$ cat src/rtl/rv_prefetch_unit.sv
// Decoupled rv32 instruction prefetch unit.
// Fetches sequential words over the I-bus, one transaction at a time, into a
// small FIFO. Each entry holds {pc, instruction}. A redirect flushes the FIFO
// and restarts fetch. An abandoned bus transaction is still allowed to finish
// (DRAIN) before fetching from the new target.

package rv_prefetch_pkg;
  typedef enum logic [1:0] {READ = 2'b00, WRITE = 2'b01} ttype_e;
  typedef enum logic [1:0] {BYTE = 2'b00, HALF = 2'b01, WORD = 2'b10} tsize_e;
endpackage

module rv_prefetch_unit
  import rv_prefetch_pkg::*;
#(
  parameter logic [31:0] INITIAL_PC = 32'h0000_0000,
  parameter int          DEPTH      = 4
) (
  input  logic                       clk,
  input  logic                       rst_n,
  output logic                       ibus_breq,
  output logic                       ibus_bstart,
  output logic [31:0]                ibus_addr,
  output ttype_e                     ibus_ttype,
  output tsize_e                     ibus_tsize,
  output logic [31:0]                ibus_wdata,
  input  logic [31:0]                ibus_rdata,
  input  logic                       ibus_bdone,
  input  logic                       redirect_valid,
  input  logic [31:0]                redirect_pc,
  output logic                       inst_valid,
  input  logic                       inst_ready,
  output logic [31:0]                inst_data,
  output logic [31:0]                inst_pc,
  output logic [$clog2(DEPTH+1)-1:0] level
);

  localparam int LW = $clog2(DEPTH + 1);
  localparam int PW = $clog2(DEPTH);
  localparam logic [LW-1:0] DEPTH_L = LW'(DEPTH);

  typedef enum logic [1:0] {IDLE = 2'b00, BUSY = 2'b01, DRAIN = 2'b10} state_e;

  state_e        state_q, state_d;
  logic [31:0]   fetch_pc_q, fetch_pc_d;
  logic [31:0]   pending_pc_q, pending_pc_d;
  logic          bstart_q;
  logic [PW-1:0] rd_ptr_q, wr_ptr_q;
  logic [LW-1:0] level_q, level_after;
  logic [31:0]   mem_pc   [DEPTH];
  logic [31:0]   mem_data [DEPTH];

  logic          push;
  logic          pop;
  logic [31:0]   redirect_target;

  // The low two bits of a redirect target are masked off so fetches stay word aligned.
  assign redirect_target = redirect_pc & 32'hFFFF_FFFC;

  assign ibus_breq   = 1'b1;
  assign ibus_ttype  = READ;
  assign ibus_tsize  = WORD;
  assign ibus_wdata  = 32'h0;
  assign ibus_bstart = bstart_q;
  assign ibus_addr   = fetch_pc_q;

  assign level      = level_q;
  assign inst_valid = (level_q != '0);
  assign inst_pc    = mem_pc[rd_ptr_q];
  assign inst_data  = mem_data[rd_ptr_q];

  assign pop  = inst_valid & inst_ready;
  assign push = (state_q == BUSY) & ibus_bdone & ~redirect_valid;

  // Occupancy after this cycle's push and pop, ignoring any flush.
  always_comb begin
    level_after = level_q;
    if (push && !pop) begin
      level_after = level_q + LW'(1);
    end else if (!push && pop) begin
      level_after = level_q - LW'(1);
    end
  end

  // Fetch sequencing: choose next state and next fetch and pending addresses.
  always_comb begin
    state_d      = state_q;
    fetch_pc_d   = fetch_pc_q;
    pending_pc_d = pending_pc_q;
    unique case (state_q)
      IDLE: begin
        if (redirect_valid) begin
          fetch_pc_d = redirect_target;
          state_d    = BUSY;
        end else if (level_q < DEPTH_L) begin
          state_d = BUSY;
        end
      end
      BUSY: begin
        if (ibus_bdone) begin
          if (redirect_valid) begin
            fetch_pc_d = redirect_target;
            state_d    = BUSY;
          end else begin
            fetch_pc_d = fetch_pc_q + 32'd4;
            state_d    = (level_after < DEPTH_L) ? BUSY : IDLE;
          end
        end else if (redirect_valid) begin
          pending_pc_d = redirect_target;
          state_d      = DRAIN;
        end
      end
      DRAIN: begin
        if (redirect_valid) begin
          pending_pc_d = redirect_target;
        end
        if (ibus_bdone) begin
          fetch_pc_d = redirect_valid ? redirect_target : pending_pc_q;
          state_d    = BUSY;
        end
      end
      default: begin
        state_d = IDLE;
      end
    endcase
  end

  // Control registers; a bus transaction is active in every state except IDLE.
  always_ff @(posedge clk or negedge rst_n) begin
    if (!rst_n) begin
      state_q      <= IDLE;
      fetch_pc_q   <= INITIAL_PC;
      pending_pc_q <= INITIAL_PC;
      bstart_q     <= 1'b0;
    end else begin
      state_q      <= state_d;
      fetch_pc_q   <= fetch_pc_d;
      pending_pc_q <= pending_pc_d;
      bstart_q     <= (state_d != IDLE);
    end
  end

  // FIFO pointers and occupancy. A redirect empties the queue regardless of push or pop.
  always_ff @(posedge clk or negedge rst_n) begin
    if (!rst_n) begin
      rd_ptr_q <= '0;
      wr_ptr_q <= '0;
      level_q  <= '0;
    end else if (redirect_valid) begin
      rd_ptr_q <= '0;
      wr_ptr_q <= '0;
      level_q  <= '0;
    end else begin
      if (push) begin
        wr_ptr_q <= wr_ptr_q + PW'(1);
      end
      if (pop) begin
        rd_ptr_q <= rd_ptr_q + PW'(1);
      end
      level_q <= level_after;
    end
  end

  // FIFO storage. Contents do not need a reset because level gates visibility.
  always_ff @(posedge clk) begin
    if (push) begin
      mem_pc[wr_ptr_q]   <= fetch_pc_q;
      mem_data[wr_ptr_q] <= ibus_rdata;
    end
  end

endmodule

$ cat config.mk
export PLATFORM = sky130hd
export DESIGN_NAME = rv_prefetch_unit
export DESIGN_NICKNAME = d
export VERILOG_FILES = /design/src/rtl/rv_prefetch_unit.sv
export SDC_FILE = /design/constraint.sdc
export NUM_CORES = 1
export LEC_CHECK = 0
export BUFFER_PORTS_ARGS = -buffer_cell sky130_fd_sc_hd__buf_2
export CAP_MARGIN = 25
export CORE_AREA = 2 2 162 164
export CTS_CLUSTER_SIZE = 16
export DETAILED_ROUTE_END_ITERATION = 16
export DIE_AREA = 0 0 164 166
export GPL_TIMING_DRIVEN = 0
export PLACE_DENSITY = 0.78
export SETUP_SLACK_MARGIN = 0.05
export SYNTH_ARGS = -nofsm -noshare
export SYNTH_HDL_FRONTEND = slang
export SYNTH_SLANG_ARGS = --single-unit
$ cat constraint.sdc
create_clock -name clk -period 4.4 [get_ports clk]
set_input_delay 0.66 -clock clk [delete_from_list [all_inputs] [get_ports clk]]
set_output_delay 0.66 -clock clk [all_outputs]
set_load 0.02 [all_outputs]
==> flow_summary_export.csv, run 1 <==
group,metric,value,unit
worst_setup_path,reg2reg_to,"mem_data[1][21]",
power,combPwrFrac,33.1,%
clocking,clockBufferDepth,3,
placed_design,dpl_cell_area,0.0158,mm²
floorplan,start_util,55.6,%
global_routing,antenna_found_initial,2,
final_layout,final_area,0.0169,mm²
placed_design,place_congestion,0.921,
timing,worstMarginPinSlew,0.916,ns
global_routing,overflow,0,
worst_setup_path,cp-end-kind,"output port",
detailed_routing,vias_per_cell,5.97,
floorplan,io_pins,207,
floorplan,die_h,166,µm
global_routing,grt_pass1_wl,50.1,mm
timing,setup_viol,0,
timing,clock.fmax,0.296,GHz
clocking,tritoncts,"done",
clocking,clkLatencyLatePin,0.51,ns
synthesis,ys_types,71,
power,swShare,34.6,%
detailed_routing,routed_wl,32.9,mm
placed_design,numPortBuffers,167,
worst_setup_path,path_max_fanout,10,
final_layout,final_cell_mix,"256 x edfxtp_1, 172 x buf_2, 74 x dfrtp_1",
clocking,htreeDepth,2,
global_routing,grt_usage,24.1,%
global_routing,first_global_vias,8699,
worst_setup_path,required,3.74,ns
synthesis,synth-seq-area-share,67.0,%
worst_setup_path,startpoint,"rd_ptr_q[0]",
floorplan,fp.dieW,164,µm
worst_setup_path,reg2reg_depth,7,
clocking,post-cts-setup-buffers,0,
power,p_clk_share,25.5,%
worst_setup_path,worstPathCellList,"buf_2 > buf_1 > mux4_2 > buf_2",
final_layout,synthToLayoutAreaGrowth,18.4,%
final_layout,final_core_util,65.8,%
timing,slew-limit-headroom,38.4,%
worst_setup_path,rrSetupSlack,1.32,ns
worst_setup_path,start_kind,"register",
worst_setup_path,path_buf_inv,3,
power,p_sw,3750,µW
timing,slew_violations,0,
clocking,holdBufCountCts,0,
detailed_routing,vias,8913,
timing,holdWs,0.0398,ns
worst_setup_path,crit_top_cell,"buf_2",
worst_setup_path,worst-setup-path-type,"reg2out",
worst_setup_path,endpoint,"inst_pc[26]",
synthesis,synth_ff_type,"edfxtp_1",
floorplan,core.rowCount,59,
power,power_density,643,mW/mm²
synthesis,synth_seq_cells,330,
floorplan,core_area,0.0256,mm²
clocking,root_buffer,"clkbuf_16",
synthesis,yosysWarnings,0,
detailed_routing,first_iter_violations,935,
power,p_leak,0.00616,µW
synthesis,syn-instance-count,887,
worst_setup_path,crit_family,"buffers and inverters",
timing,finalCritPeriodShare,76.7,%
detailed_routing,routedWlPerCell,22.0,µm
synthesis,netlist.area_leader.share,54.0,%
synthesis,synthTopCellsByArea,"edfxtp_1 54%, dfrtp_1 13%, mux4_2 10%, mux2_2 2.5%, buf_4 2.0%",
final_layout,layout_commonest_cell,"edfxtp_1",
floorplan,dieArea,0.0272,mm²
detailed_routing,drc_errors,0,
power,vdd_drop_max,0.000356,V
detailed_routing,ant_nets,0,
worst_setup_path,r2r-start,"state_q[1]",
worst_setup_path,crit_slowest_cell,"buf_1",
timing,rsz0062_at_grt,"no",
worst_hold_path,hold_class,"in2async",
final_layout,drive_gt1_share,33.2,%
synthesis,syn_area,0.0142,mm²
synthesis,yosysTopAreaCell,"edfxtp_1",
clocking,clk_pin_slew,0.06,ns
status,status,"finished, final reports clean",
final_layout,fin_nets,1213,
run,max-cap-violations,0,
worst_setup_path,cp.depth,4,
clocking,ctsResizeCount,0,
synthesis,async_flop_share,22.4,%
worst_setup_path,max_stage_delay,0.70,ns
global_routing,grt_max_degree,60,
synthesis,syn_avg_cell_area,16.1,µm²
clocking,cts-buffers-inserted,34,
power,power.internal,7080,µW
placed_design,hpwl,21.5,mm
power,power_frac_seq,41.4,%
clocking,cts.sinks,330,
synthesis,synth_edf_count,256,
timing,fin_skew,0.0191,ns
timing,hold_viol_final,0,
detailed_routing,dr.pass1.iters,6,
worst_setup_path,arrival,2.71,ns
timing,min_period,3.37,ns
layout make-up:
class	count	area, µm²
repair buffers	174	988
fillers	1827	8760
flip-flops and latches	330	9540
plain buffers	89	534
clock buffers	44	910
diodes	2	5.00
clock inverters	15	151
inverters	15	56.3
multi-input cells	488	4250
well taps	335	419
cells in the mapped netlist, types with 4 or more instances:
library cell  count
a221oi_1          9
nand3_1          19
a21oi_1          11
clkbuf_1         29
nand4_1           7
edfxtp_1        256
mux2_2           32
a222oi_1          4
inv_1            14
nor2b_1           4
o21ai_0          43
clkbuf_8          4
a31oi_1           9
a22o_1           19
ha_1             12
a22oi_1          15
o2bb2ai_1         4
mux4_2           64
dfrtp_1          74
xor2_1            8
buf_2             5
nor3_1           14
xnor2_1           7
and2_1            8
nor4_1           10
nor2_1           32
o22ai_1           7
nand2_1          49
a221o_1           5
buf_1            12
buf_4            37
cell families (layout without fill, tap and decap cells):
logic type                 count (synthesis)  in the layout  synth area share [%]
AOI/OAI and AO/OA                        159            159                  7.90
xor gates and xnor gates                  15             15                 0.923
adders and majority gates                 12             12                  1.05
buffers and inverters                    104            337                  4.15
DFF                                      330            330                  67.0
muxes                                     97             97                  12.7
other                                      2             39                0.0527
and+or+nand+nor                          168            168                  6.20
sequential cells by signal (all words and copies together) (netlist names):
register / cells
ibus_bstart: 1
level: 3
ibus_addr: 32
mem_data: 128
pending_pc_q: 32
wr_ptr_q: 2
rd_ptr_q: 2
state_q: 2
mem_pc: 128
power by group through the flow:
stage | Combinational, µW | Clock (µW) | Sequential [µW]
final | 3590 | 2760 | 4480
after global routing | 3850 | 2940 | 4550
after CTS | 3580 | 2810 | 4470
after detailed placement | 3570 | 0 | 4530
after global placement | 3480 | 0 | 4500
after floorplan | 2320 | 0 | 4550
how the worst min path moves through the flow:
stage | from | endpoint | slack (ns)
global route | rst_n | ibus_addr[26] | 0.05
global placement | pending_pc_q[0] | pending_pc_q[0] | 0.49
detailed placement | pending_pc_q[0] | pending_pc_q[0] | 0.49
finish | rst_n | ibus_addr[17] | 0.04
floorplan | rst_n | ibus_addr[0] | 0.36
CTS | rst_n | ibus_addr[26] | 0.03
through the flow:
stage	std cells	total power [µW]	setup WS, ns	setup TNS [ns]
2_1_floorplan	922	6870	0.968	0
3_3_place_gp	1424	7990	-0.658	-159.34
3_5_place_dp	1431	8100	1.36	0
4_1_cts	1490	10900	0.929	0
5_1_grt	1491	11300	0.834	0
6_report	1492	10800	1.03	0
layer usage:
metal | vias up | track usage (%) | wire length [µm]
met1 | 4395 | 33.6 | 13300
met4 | 0 | 7.63 | 892
met5 | - | 0 | 0
li1 | 3947 | - | -
met2 | 502 | 38.4 | 15500
met3 | 69 | 5.39 | 3120
No activity file was read; power rests on OpenSTA's default activity.
==> run 2: changes to the inputs <==
==> constraint.sdc (replaced) <==
create_clock -name clk -period 3.47 [get_ports clk]
set_input_delay 0.5205 -clock clk [delete_from_list [all_inputs] [get_ports clk]]
set_output_delay 0.5205 -clock clk [all_outputs]
set_load 0.02 [all_outputs]
==> flow_summary_export.csv, run 2 (synthesis results as in run 1) <==
group,metric,value,unit
global_routing,antenna_found_initial,4,
clocking,tritoncts,"done",
final_layout,top_regs,"mem_data (128), mem_pc (128)",
clocking,root_buffer,"clkbuf_16",
power,combPwrFrac,33.2,%
clocking,post-cts-setup-buffers,0,
floorplan,die_h,166,µm
clocking,htreeDepth,2,
clocking,clk_pin_slew,0.06,ns
detailed_routing,dr.pass1.iters,8,
worst_setup_path,crit_slowest_cell,"buf_1",
timing,finalCritPeriodShare,89.6,%
global_routing,grt_pass1_wl,51.2,mm
timing,fin_skew,0.0137,ns
power,p_leak,0.00617,µW
run,max-cap-violations,0,
floorplan,io_pins,207,
worst_setup_path,cp-end-kind,"output port",
placed_design,place_congestion,0.955,
power,vdd_drop_max,0.000514,V
final_layout,layout_commonest_cell,"edfxtp_1",
clocking,cts.sinks,330,
timing,finalSetupTns,0,ns
power,p_clk_share,25.4,%
worst_setup_path,required,2.95,ns
detailed_routing,routed_wl,33.5,mm
status,status,"finished, final reports clean",
worst_hold_path,hold_class,"in2reg",
power,power_density,814,mW/mm²
global_routing,grt_usage,24.9,%
detailed_routing,routedWlPerCell,22.4,µm
placed_design,dpl_cell_area,0.0158,mm²
timing,rsz0062_at_grt,"no",
power,fin_total_pwr,13700,µW
final_layout,final_area,0.0169,mm²
timing,setup_viol,0,
floorplan,core_area,0.0256,mm²
timing,clock.fmax,0.322,GHz
floorplan,dieArea,0.0272,mm²
worst_setup_path,max_stage_delay,0.60,ns
clocking,cts-buffers-inserted,34,
worst_setup_path,path_max_fanout,10,
timing,worstMarginPinSlew,0.928,ns
power,power.internal,8940,µW
worst_setup_path,worstPathCellList,"clkbuf_1 > buf_1 > mux4_2 > buf_2",
floorplan,fp.dieW,164,µm
final_layout,multi_input_area,0.00425,mm²
global_routing,grt_max_degree,59,
power,swShare,34.9,%
placed_design,hpwl,22.5,mm
clocking,clockBufferDepth,3,
timing,min_period,3.11,ns
placed_design,numPortBuffers,167,
global_routing,overflow,0,
final_layout,seqCellArea,0.00954,mm²
timing,slew-limit-headroom,38.2,%
floorplan,core.rowCount,59,
worst_setup_path,worst-setup-path-type,"reg2out",
final_layout,fin_nets,1214,
power,p_sw,4800,µW
global_routing,first_global_vias,8857,
timing,hold_viol_final,0,
clocking,clkLatencyLatePin,0.52,ns
final_layout,fill_cells,1805,
final_layout,drive_gt1_share,33.5,%
worst_setup_path,start_kind,"register",
detailed_routing,drc_errors,0,
final_layout,final_cell_mix,"256 x edfxtp_1, 172 x buf_2, 74 x dfrtp_1",
timing,slew_violations,0,
power,power_frac_seq,41.3,%
final_layout,synthToLayoutAreaGrowth,18.6,%
detailed_routing,vias_per_cell,5.90,
floorplan,start_util,55.6,%
worst_setup_path,arrival,2.59,ns
detailed_routing,ant_nets,0,
detailed_routing,first_iter_violations,875,
detailed_routing,vias,8830,
-- run 2: stage by stage --
| step | hold WS [ns] | cells | setup WS [ns] | util [%] |
|---|---|---|---|---|
| CTS | 0.202 | 1494 | 0.135 | 65.9 |
| detailed placement | 0.484 | 1431 | 0.419 | 61.6 |
| global route | 0.209 | 1496 | 0.214 | 65.9 |
| finish | 0.223 | 1496 | 0.360 | 65.9 |
| floorplan | 0.225 | 922 | 0.721 | - |
| global placement | 0.485 | 1424 | -0.381 | 61.0 |
-- run 2: routing by layer --
metal / GRT usage, % / up-vias / part of all wire [%]
met5: 0 / - / 0
li1: - / 3952 / -
met4: 9.15 / 0 / 3.7
met2: 40.2 / 447 / 48
met3: 5.57 / 88 / 8.8
met1: 33.4 / 4343 / 40
-- run 2: power groups by stage --
stage	clock network (µW)	registers, µW	logic (µW)
floorplan	0	5760	2940
global placement	0	5700	4430
detailed placement	0	5750	4530
CTS	3560	5670	4560
global route	3710	5760	4890
finish	3490	5680	4560
-- run 2: worst max-delay path: cells and delay by family, from the launching register on --
kind,cells,cell delay (ns)
flops,1,0.34
mux,1,0.42
buf+inv,3,1.31
-- run 2: repair_timing --
action / CTS / global route
hold buffers: 1 / 0
endpoints found under the hold margin: 28 / 0
setup endpoints to repair: 0 / 4
gates resized for setup: 0 / 2
-- run 2: layout make-up --
cell class | count | area share [%]
Sequential cell | 330 | 56.5
Multi-Input combinational cell | 488 | 25.2
Timing Repair Buffer | 175 | 5.91
Clock buffer | 45 | 5.47
Buffer | 89 | 3.17
Tap cell | 335 | 2.48
Clock inverter | 17 | 0.919
Inverter | 15 | 0.334
Antenna cell | 2 | 0.0296
-- run 2: path summary, 6_finish.rpt --
check / from / endpoint / slack (ns) / depth (start not counted)
setup reg to reg: state_q[1] / mem_pc[0][23] / 0.37 / 7
max in group asynchronous: rst_n / pending_pc_q[6] / 2.41 / 3
min in group asynchronous: rst_n / pending_pc_q[15] / 0.48 / 2
setup / recovery: rd_ptr_q[1] / inst_data[25] / 0.36 / 4
hold / removal: ibus_rdata[6] / mem_data[1][6] / 0.22 / 1
hold reg to reg: pending_pc_q[27] / pending_pc_q[27] / 0.51 / 1
==> run 3: changes to the inputs <==
--- a/config.mk
+++ b/config.mk
@@ -7,12 +7,14 @@
 export LEC_CHECK = 0
 export BUFFER_PORTS_ARGS = -buffer_cell sky130_fd_sc_hd__buf_2
 export CAP_MARGIN = 25
-export CORE_AREA = 2 2 162 164
+export CORE_AREA = 2 2 155 157
+export CTS_CLUSTER_DIAMETER = 60
 export CTS_CLUSTER_SIZE = 16
 export DETAILED_ROUTE_END_ITERATION = 16
-export DIE_AREA = 0 0 164 166
+export DIE_AREA = 0 0 157 159
 export GPL_TIMING_DRIVEN = 0
-export PLACE_DENSITY = 0.78
+export HOLD_SLACK_MARGIN = 0.06
+export PLACE_DENSITY = 0.85
 export SETUP_SLACK_MARGIN = 0.05
 export SYNTH_ARGS = -nofsm -noshare
 export SYNTH_HDL_FRONTEND = slang
==> constraint.sdc (replaced) <==
create_clock -name clk -period 3.8 [get_ports clk]
set_input_delay 0.57 -clock clk [delete_from_list [all_inputs] [get_ports clk]]
set_output_delay 0.57 -clock clk [all_outputs]
set_load 0.02 [all_outputs]
==> flow_summary_export.csv, run 3 (synthesis results as in run 1) <==
group,metric,value,unit
status,status,"finished, final reports clean",
detailed_routing,routedWlPerCell,22.6,µm
final_layout,final_cell_mix,"256 x edfxtp_1, 172 x buf_2, 74 x dfrtp_1",
timing,slew_violations,0,
worst_setup_path,rrSetupSlack,0.71,ns
timing,clock.fmax,0.306,GHz
floorplan,dieArea,0.0250,mm²
placed_design,numPortBuffers,167,
clocking,clk_pin_slew,0.07,ns
clocking,root_buffer,"clkbuf_16",
timing,hold_viol_final,0,
global_routing,grt_pass1_wl,50.9,mm
final_layout,top_regs,"mem_data (128), mem_pc (128)",
floorplan,core.rowCount,56,
final_layout,fin_nets,1206,
timing,holdWs,0.255,ns
clocking,htreeDepth,1,
timing,setup_slack,0.534,ns
detailed_routing,drc_errors,0,
worst_setup_path,r2r-start,"state_q[1]",
worst_setup_path,required,3.23,ns
worst_setup_path,startpoint,"rd_ptr_q[0]",
timing,finalCritPeriodShare,86.0,%
floorplan,fp.dieW,157,µm
power,power_density,719,mW/mm²
worst_setup_path,endpoint,"inst_pc[30]",
clocking,ctsResizeCount,0,
detailed_routing,vias,8883,
floorplan,die_h,159,µm
detailed_routing,first_iter_violations,888,
floorplan,core_area,0.0232,mm²
placed_design,hpwl,22.5,mm
detailed_routing,routed_wl,33.1,mm
clocking,cts-buffers-inserted,26,
clocking,clkLatencyLatePin,0.53,ns
worst_setup_path,cp-end-kind,"output port",
floorplan,start_util,61.4,%
worst_setup_path,start_kind,"register",
clocking,tritoncts,"done",
global_routing,first_global_vias,8950,
clocking,clockBufferDepth,3,
worst_setup_path,reg2reg_depth,7,
global_routing,antenna_found_initial,1,
power,vdd_drop_max,0.000492,V
global_routing,grt_usage,26.6,%
timing,rsz0062_at_grt,"no",
worst_setup_path,reg2reg_to,"mem_data[1][23]",
floorplan,io_pins,207,
run,max-cap-violations,0,
global_routing,overflow,0,
detailed_routing,ant_nets,0,
clocking,cts.sinks,330,
final_layout,synthToLayoutAreaGrowth,16.4,%
placed_design,place_congestion,0.958,
timing,fin_skew,0.0183,ns
worst_setup_path,path_max_fanout,10,
global_routing,grt_max_degree,60,
timing,min_period,3.27,ns
power,p_leak,0.00603,µW
worst_hold_path,hold_path_depth,1,
timing,worstMarginPinSlew,0.885,ns
worst_hold_path,hold_class,"in2reg",
worst_setup_path,worst-setup-path-type,"reg2out",
placed_design,place_ws,0.733,ns
worst_setup_path,arrival,2.70,ns
final_layout,fill_cells,1517,
detailed_routing,vias_per_cell,6.06,
timing,slew-limit-headroom,40.5,%
detailed_routing,dr.pass1.iters,7,
final_layout,layout_commonest_cell,"edfxtp_1",
timing,setup_viol,0,
final_layout,drive_gt1_share,32.8,%
[run 3: cell types whose count changed in the layout (fill, tap and decap cells not counted), moves of 2 or more]
cell       change
bufinv_16      -2
clkbuf_16      -8
clkbuf_1       +5
clkinv_2       -3
clkinv_1       -7
[run 3: how the worst min path moves through the flow]
stage | start | endpoint | slack, ns
3_5_place_dp | pending_pc_q[21] | pending_pc_q[21] | 0.50
2_1_floorplan | rst_n | ibus_addr[0] | 0.27
5_1_grt | ibus_rdata[30] | mem_data[1][30] | 0.24
3_3_place_gp | pending_pc_q[0] | pending_pc_q[0] | 0.48
6_report | ibus_rdata[25] | mem_data[3][25] | 0.26
4_1_cts | ibus_rdata[1] | mem_data[3][1] | 0.24
[run 3: final cells by class]
cell class | count | area, µm² | share of cell area, %
timing repair buffer | 175 | 998 | 6.02
tap | 319 | 399 | 2.41
buffer | 89 | 534 | 3.22
clock buffer | 43 | 747 | 4.51
clock inverter | 5 | 47.5 | 0.287
multi-input combinational | 488 | 4250 | 25.6
inverter | 15 | 56.3 | 0.340
antenna | 1 | 2.50 | 0.0151
sequential | 330 | 9540 | 57.6
[run 3: stage by stage]
| step | setup TNS [ns] | instance area, µm² | cells | util (%) | power [µW] |
|---|---|---|---|---|---|
| CTS | 0 | 16600 | 1464 | 71.5 | 11900 |
| global placement | -292.56 | 15600 | 1408 | 67.3 | 9220 |
| detailed placement | 0 | 15800 | 1415 | 68.0 | 9370 |
| finish | 0 | 16600 | 1465 | 71.5 | 11900 |
| floorplan | 0 | 14400 | 922 | - | 7960 |
| global route | 0 | 16600 | 1465 | 71.5 | 12500 |
[run 3: critical path: stages, from the launching register on]
cell and delay [ns]:
dfrtp_1 0.39, buf_2 0.32, buf_1 0.66, mux4_2 0.60, buf_2 0.19
[run 3: routing by layer]
metal,track usage [%],part of all wire (%),up-vias
li1,-,-,3925
met1,36.0,39,4412
met2,44.0,49,477
met3,5.55,8.8,69
met4,8.22,2.9,0
met5,0,0,-
[run 3: repair_timing]
item / CTS / global route
buffers inserted: 0 / 0
hold buffers: 1 / 0
setup endpoints to repair: 0 / 0
endpoints found under the hold margin: 25 / 0
[run 3: power breakdown]
part	total, µW	switching, µW	internal [µW]
sequential	5180	576	4600
combinational	4170	2480	1690
clock	2570	1210	1360
total	11900	4260	7650
